==> src/rtl/vec_act_sched.sv <==
// Round-robin scheduler sharing one leaky-ReLU chunk datapath between NumReq layer FIFOs; vector-granular grants.
// Latency: request seen in IDLE -> first pop next cycle -> registered chunk the cycle after; one idle bubble per vector.
// Backpressure: out_valid && !out_ready holds the output register and pops nothing. Define SCHED_FIXED_PRIORITY_EN for lowest-index priority.
module vec_act_sched #(
    parameter int NumReq      = 4,
    parameter int InVecLength = 16,
    parameter int WorkingRegs = 4,
    parameter int NBits       = 8,
    localparam int ChunkW     = WorkingRegs * NBits,
    localparam int SrcW       = (NumReq > 1) ? $clog2(NumReq) : 1
) (
    input  logic                           clk_in,
    input  logic                           rst_in,
    input  logic [NumReq-1:0]              req_valid,
    input  logic [NumReq-1:0][ChunkW-1:0]  req_data,
    output logic [NumReq-1:0]              req_pop,
    output logic [ChunkW-1:0]              act_in_data,
    input  logic [ChunkW-1:0]              act_out_data,
    output logic [ChunkW-1:0]              out_data,
    output logic                           out_valid,
    input  logic                           out_ready,
    output logic [SrcW-1:0]                out_src,
    output logic                           out_last,
    output logic                           busy
);

    localparam int C    = (InVecLength + WorkingRegs - 1) / WorkingRegs;
    localparam int CntW = (C > 1) ? $clog2(C) : 1;

    typedef enum logic {IDLE, STREAM} state_t;

    state_t            state_q, state_d;
    logic [SrcW-1:0]   grant_q, grant_d;
    logic [SrcW-1:0]   rr_q, rr_d;
    logic [CntW-1:0]   cnt_q, cnt_d;
    logic [SrcW-1:0]   pick;
    logic [SrcW:0]     idx;
    logic              found;
    logic              fire;
    logic              last_chunk;

    // Search starts at the rotating pointer; the fixed-priority build pins it at 0,
    // which turns the same search into lowest-index-first.
    always_comb begin
        found = 1'b0;
        pick  = '0;
        idx   = '0;
        for (int k = 0; k < NumReq; k++) begin
            idx = {1'b0, rr_q} + (SrcW+1)'(k);
            if (idx >= (SrcW+1)'(NumReq)) begin
                idx = idx - (SrcW+1)'(NumReq);
            end
            if (!found && req_valid[idx[SrcW-1:0]]) begin
                found = 1'b1;
                pick  = idx[SrcW-1:0];
            end
        end
    end

    always_comb begin
        state_d     = state_q;
        grant_d     = grant_q;
        rr_d        = rr_q;
        cnt_d       = cnt_q;
        req_pop     = '0;
        act_in_data = '0;
        fire        = 1'b0;
        last_chunk  = (cnt_q == CntW'(C - 1));
        case (state_q)
            IDLE: begin
                if (found) begin
                    grant_d = pick;
                    cnt_d   = '0;
                    state_d = STREAM;
                end
            end
            STREAM: begin
                act_in_data = req_data[grant_q];
                // Pops are gated by reset so a chunk is never lost in the reset cycle.
                fire = req_valid[grant_q] && (!out_valid || out_ready) && !rst_in;
                if (fire) begin
                    req_pop[grant_q] = 1'b1;
                    cnt_d            = cnt_q + CntW'(1);
                    if (last_chunk) begin
                        state_d = IDLE;
`ifndef SCHED_FIXED_PRIORITY_EN
                        rr_d = (grant_q == SrcW'(NumReq - 1)) ? '0 : grant_q + SrcW'(1);
`endif
                    end
                end
            end
        endcase
    end

    always_ff @(posedge clk_in) begin
        if (rst_in) begin
            state_q   <= IDLE;
            grant_q   <= '0;
            rr_q      <= '0;
            cnt_q     <= '0;
            out_valid <= 1'b0;
            out_data  <= '0;
            out_src   <= '0;
            out_last  <= 1'b0;
        end else begin
            state_q <= state_d;
            grant_q <= grant_d;
            rr_q    <= rr_d;
            cnt_q   <= cnt_d;
            if (fire) begin
                out_data  <= act_out_data;
                out_src   <= grant_q;
                out_last  <= last_chunk;
                out_valid <= 1'b1;
            end else if (out_ready) begin
                out_valid <= 1'b0;
            end
        end
    end

    assign busy = (state_q == STREAM);

endmodule

==> config.mk <==
export PLATFORM = sky130hd
export DESIGN_NAME = vec_act_sched
export DESIGN_NICKNAME = d
export VERILOG_FILES = /design/src/rtl/vec_act_sched.sv
export SDC_FILE = /design/constraint.sdc
export NUM_CORES = 1
export LEC_CHECK = 0
export CAP_MARGIN = 20
export CORE_MARGIN = 10
export CORE_UTILIZATION = 32
export DETAILED_ROUTE_END_ITERATION = 7
export GPL_ROUTABILITY_DRIVEN = 0
export PLACE_DENSITY = 0.82
export RECOVER_POWER = 25
export REMOVE_ABC_BUFFERS = 1
export SLEW_MARGIN = 15
export SYNTH_ARGS = -nofsm -noshare
export SYNTH_HDL_FRONTEND = slang
export SYNTH_SLANG_ARGS = --single-unit
==> constraint.sdc <==
create_clock -name clk_in -period 3.38 [get_ports clk_in]
set_input_delay 1.014 -clock clk_in [delete_from_list [all_inputs] [get_ports clk_in]]
set_output_delay 1.014 -clock clk_in [all_outputs]
set_load 0.01 [all_outputs]
Yosys cells after proc, flatten, opt, wreduce, memory -nomap -nowiden
Index checks and enable logic that the tools add are counted. W data, S select, Z words.

Register bits: 43. Bits in latches: 0. RAM bits: 0. ROM bits: 0. Bits of input ports: 167. Output and inout bits: 73. Logic and storage cells: 88. Memories kept: 0.

$add $sub $neg: 9. Multiply operators: 0. Divide/modulo/power cells: 0. $lt $le $gt $ge: 10. Equality and inequality tests: 4. Shift operators: 0. Multiplexer cells: 40. Bitwise gates (word level): 1. Reduce and logical (&&, ||, !) cells: 16.

Operators with widths (count): $bmux W32 S2 (1); $mux W32 (2); $mux W2 (11); $mux W1 (16); $lt A2 B3 Y1 const B (5); $bmux W1 S2 (5); $ge A3 B3 Y1 const B (3); $mux W4 (2); $sub A2 B1 Y2 const B (4); $add A2 B2 Y3 const B (2); $logic_and A1 B1 Y1 (6); $logic_not A1 Y1 (5); $add A2 B1 Y2 const B (2); $eq A2 B2 Y1 const B (2); $pmux W2 S2 (1); $reduce_and A2 Y1 (2); $add A2 B1 Y3 const B (1); $ge A2 B3 Y1 const B (1); $reduce_and A3 Y1 (1); $demux W1 S2 (1); $ge A2 B1 Y1 const B (1); $ne A2 B1 Y1 const B (1); $ne A2 B2 Y1 const B (1); $pmux W1 S2 (1); other kinds (3) (3).

Depth between registers and ports, before layout
Depth in word-level cells: 16. Mapped depth: 7. Depth with buffers taken out: 4.

Worst setup path after synthesis
Ideal clock, no wire load.

Path type: input to output. From: input port req_valid[2]. To: output port req_pop[0]. Arrival time: 2.248 ns. Data required time: 2.366 ns. Path slack: 0.118 ns. Stages: 6. Buffers on the path: 3. Path through: buf_6 -> mux4_2 -> and3_4 -> buf_6 -> clkbuf_1 -> and2_1.

Longest elaborated chain between the ends: 6.

Ends and longest elaborated chain: start: declaration (line 14) `input logic [NumReq-1:0] req_valid,`; $bmux W1 S2 (line 80) `fire = req_valid[grant_q] && (!out_valid || out_ready) && !rst_in;`; $mux W1 (not written as such) (line 80); $logic_and A1 B1 Y1 (2 in a row) (line 80); $mux W4 (line 81) `if (fire) begin`; $mux W4 (line 69) `case (state_q)`; end: declaration (line 16) `output logic [NumReq-1:0] req_pop,`.

Every way passes these cells. The select of a mux whose other input is x is not followed.

Final worst setup path
From: input port req_valid[3]. To: output port req_pop[0].

The elaborated chain is that of the path after synthesis.

==> summary.txt <==
Routing
  • DR DRC count: 0
  • Detail-routed via count per cell: 5.074
  • Wirelength, routed: 13,710 µm
  • Iteration-0 DRC Markers: 174
  • Via count: 3,237
  • Final ANT Viol Nets: 0
  • DRT Pass-1 Iters: 4
  • Drt wl/cell: 21.48 µm

Clocking
  • CTS Buf Count: 5
  • TritonCTS clock tree: built
  • Longest Clk Path Bufs: 2
  • Clock sink total: 43
  • Clock slew at reported path FFs: 80 ps
  • Htree depth: 2
  • Later-pin clock latency in the skew report: 290 ps
  • Root Buffer: clkbuf_8
  • Post-CTS setup buffer count: 0

Layout
  • Post-layout util: 64.57%
  • Final nets: 703
  • Fin area: 0.005359 mm²
  • Share of post-route cells with drive strength above 1: 11.84%
  • Fillers: 708
  • Final non-filler cell total: 638
  • Area grow syn2layout: 95.13%

Synth
  • Yosys reg bits: 43
  • Simple-Gate Fraction of Synth Area: 21.73%
  • Synthesized area: 0.002746 mm²
  • Compound-Gate Fraction of Synth Area: 10.75%
  • Post-synthesis mux area share: 28.56%
  • XOR/XNOR Fraction of Synth Area: 0%
  • Warning count from the yosys run: 0
  • Syn avg cell area: 9.341 µm²
  • Post-synthesis sequential area ratio: 31.34%
  • Synth top area share: 31.34%
  • Largest family of logic cells by synthesized area: multiplexers
  • Cells after Synth: 294
  • Fraction of the mapped netlist area in adder cells: 2.278%
  • Largest cells by area after synthesis: dfxtp_1, mux4_2, nand2_1
  • Cell variety after synth: 32
  • Leading area contributor after synthesis: dfxtp_1

Die
  • I/O pin count: 240
  • Core Rows: 33
  • Die H: 112.6 µm
  • Die Area: 0.01269 mm²
  • Starting density of the core: 33.09%
  • Core area: 0.008299 mm²
  • DIE WIDTH: 112.6 µm

Setup path
  • CP endpoint kind: output port
  • Critical path capture point: req_pop[0]
  • Crit Path Class: input port to output port
  • Critical path launch point type: input port
  • Slowest-stage cell, CP: mux4_2
  • Critical path depth: 5
  • Reg-to-reg slack, setup: 890 ps
  • R2R depth: 5
  • Delay-heaviest family, CP: multiplexers
  • WP buf/inv: 2
  • Data required, critical path: 2370 ps
  • R2R Path End: rr_q[0]
  • Worst EP arrival: 2350 ps
  • Crit path max fanout: 6
  • Worst path max stage delay: 510 ps
  • Reg2Reg Launch Point: grant_q[1]
  • Critical Path, Cell by Cell: dlygate4sd2_1, mux4_2, and3_4, and2_1, clkdlybuf4s15_1
  • Worst setup path start: req_valid[3]

STA
  • Skew final: 5.248 ps
  • Worst rel slew slack: 21.37%
  • Fin. max-slew vios: 0
  • Minimum clock period: 3363 ps
  • Fin crit share: 99.50%
  • Final hold vios: 0
  • Slew @ Worst Pin: 1179 ps
  • Setup WS post-layout: 16.77 ps
  • Max Clk Rate: 297.3 MHz
  • Finish-stage setup viols: 0
  • RSZ-0062 raised after global routing: false

Placed design
  • Port bufs: 239
  • DP Area: 0.005291 mm²
  • Place WS: -453.1 ps
  • Placed insts: 629
  • Final HPWL DP: 11,640 µm

Worst hold path
  • HP Class: flop to flop

Global routing
  • GRT overflow: 0
  • Largest net degree at the start of global routing: 45
  • Vias in the first global route: 3,407
  • Total Routing Usage GR: 20.48%
  • First-pass GRT wire length: 20,500 µm
  • Initial antenna violation count: 1

Run
  • Max-cap violation count: 0

Pwr
  • Pwr Density: 273.4 mW/mm²
  • VDD IR max: 0.0002800 V
  • Leakage Power: 2.016 nW

Outcome
  • Status: complete, no violations
## registers in the layout (all words and copies together), names as in the netlist
signal	cells
out_valid	1
rr_q	2
cnt_q	2
out_src	2
out_last	1
grant_q	2
busy	1
out_data	32
## per-stage QoR
stage          TNS, ps  hold WS (ps)  power [mW]
3_5_place_dp     -7048         446.2       1.101
4_1_cts              0         457.3       1.487
6_report             0         453.7       1.465
2_1_floorplan    -5643         446.5      0.7401
5_1_grt              0         470.7       1.546
3_3_place_gp     -6398         441.3       1.086
## power breakdown
group,internal [mW],leakage [nW],switching (mW)
clock,0.239,0.0612,0.169
combinational,0.340,1.60,0.177
sequential,0.526,0.350,0.0134
total,1.11,2.02,0.360
## metal layers
metal / global-route usage, % / routed length (µm) / up-vias
met5: 0 / 0 / -
met4: 7.953 / 421 / 0
met3: 7.721 / 1362 / 26
met2: 37.25 / 7142 / 166
met1: 20.58 / 4780 / 1533
li1: - / - / 1512
## cell usage after synthesis
| cell type | instances |
|---|---|
| nor2_1 | 3 |
| or4_1 | 1 |
| clkbuf_1 | 16 |
| a21oi_1 | 41 |
| a22oi_1 | 1 |
| buf_2 | 6 |
| nor4b_1 | 1 |
| o32a_1 | 1 |
| o221ai_1 | 1 |
| or4b_4 | 1 |
| nand2_1 | 72 |
| mux2_2 | 1 |
| a221oi_1 | 2 |
| inv_1 | 7 |
| o21ai_0 | 3 |
| and3_4 | 1 |
| o21ai_2 | 1 |
| nand3b_1 | 1 |
| nand2b_1 | 2 |
| dfxtp_1 | 43 |
| a31o_2 | 1 |
| buf_1 | 2 |
| nand3_1 | 2 |
| buf_6 | 2 |
| a211oi_1 | 1 |
| and2_1 | 36 |
| a31oi_1 | 1 |
| mux4_2 | 33 |
| ha_1 | 5 |
| mux2i_1 | 3 |
| nor4_1 | 1 |
| nor2b_1 | 2 |
## worst min-delay path, cell delays in order, from the launching register on
cell,delay (ps)
dfxtp_1,310
nand2_1,50
a21oi_1,50
## cells by family (layout without fill, tap and decap cells)
group,count (synthesis),in the layout
muxes,37,37
other,0,1
adders and majority gates,5,5
buffers and inverters,33,271
DFF,43,43
and+or+nand+nor,123,123
AOI/OAI and AO/OA,53,53
## cells in the final DEF (no fill, tap or decap), drive strengths merged, types with 3 or more instances in the layout
cell,n
clkdlybuf4s50,186
nand2,72
dfxtp,43
a21oi,41
and2,36
mux4,33
dlygate4sd2,23
clkdlybuf4s15,15
buf,14
dlygate4sd3,13
clkbuf,11
inv,7
ha,5
o21ai,4
mux2i,3
nor2,3
## worst min path at each step
stage	slack [ps]	endpoint	startpoint	cells after the start
global placement	440	out_data[6]	out_data[6]	2
CTS	460	out_data[27]	out_data[27]	2
global route	470	out_data[27]	out_data[27]	2
floorplan	450	cnt_q[0]	cnt_q[0]	1
detailed placement	450	out_data[27]	out_data[27]	2
finish	450	out_data[26]	out_data[26]	2
## layout make-up
class	count	area, µm²	area share [%]
Timing Repair Buffer	256	2480	46.28
Multi-Input combinational cell	218	1739	32.45
Sequential cell	43	862.1	16.09
Tap cell	105	131.4	2.452
Clock buffer	6	82.58	1.541
Clock inverter	2	35.03	0.6537
Inverter	7	26.28	0.4903
Antenna cell	1	2.502	0.04670
## timing repair
action                                  CTS  global route
hold buffers                              0             0
endpoints found under the setup margin   36            14
pin swaps                                 1             0
resized for setup                        46            14
(Power assumes the default switching activity.)
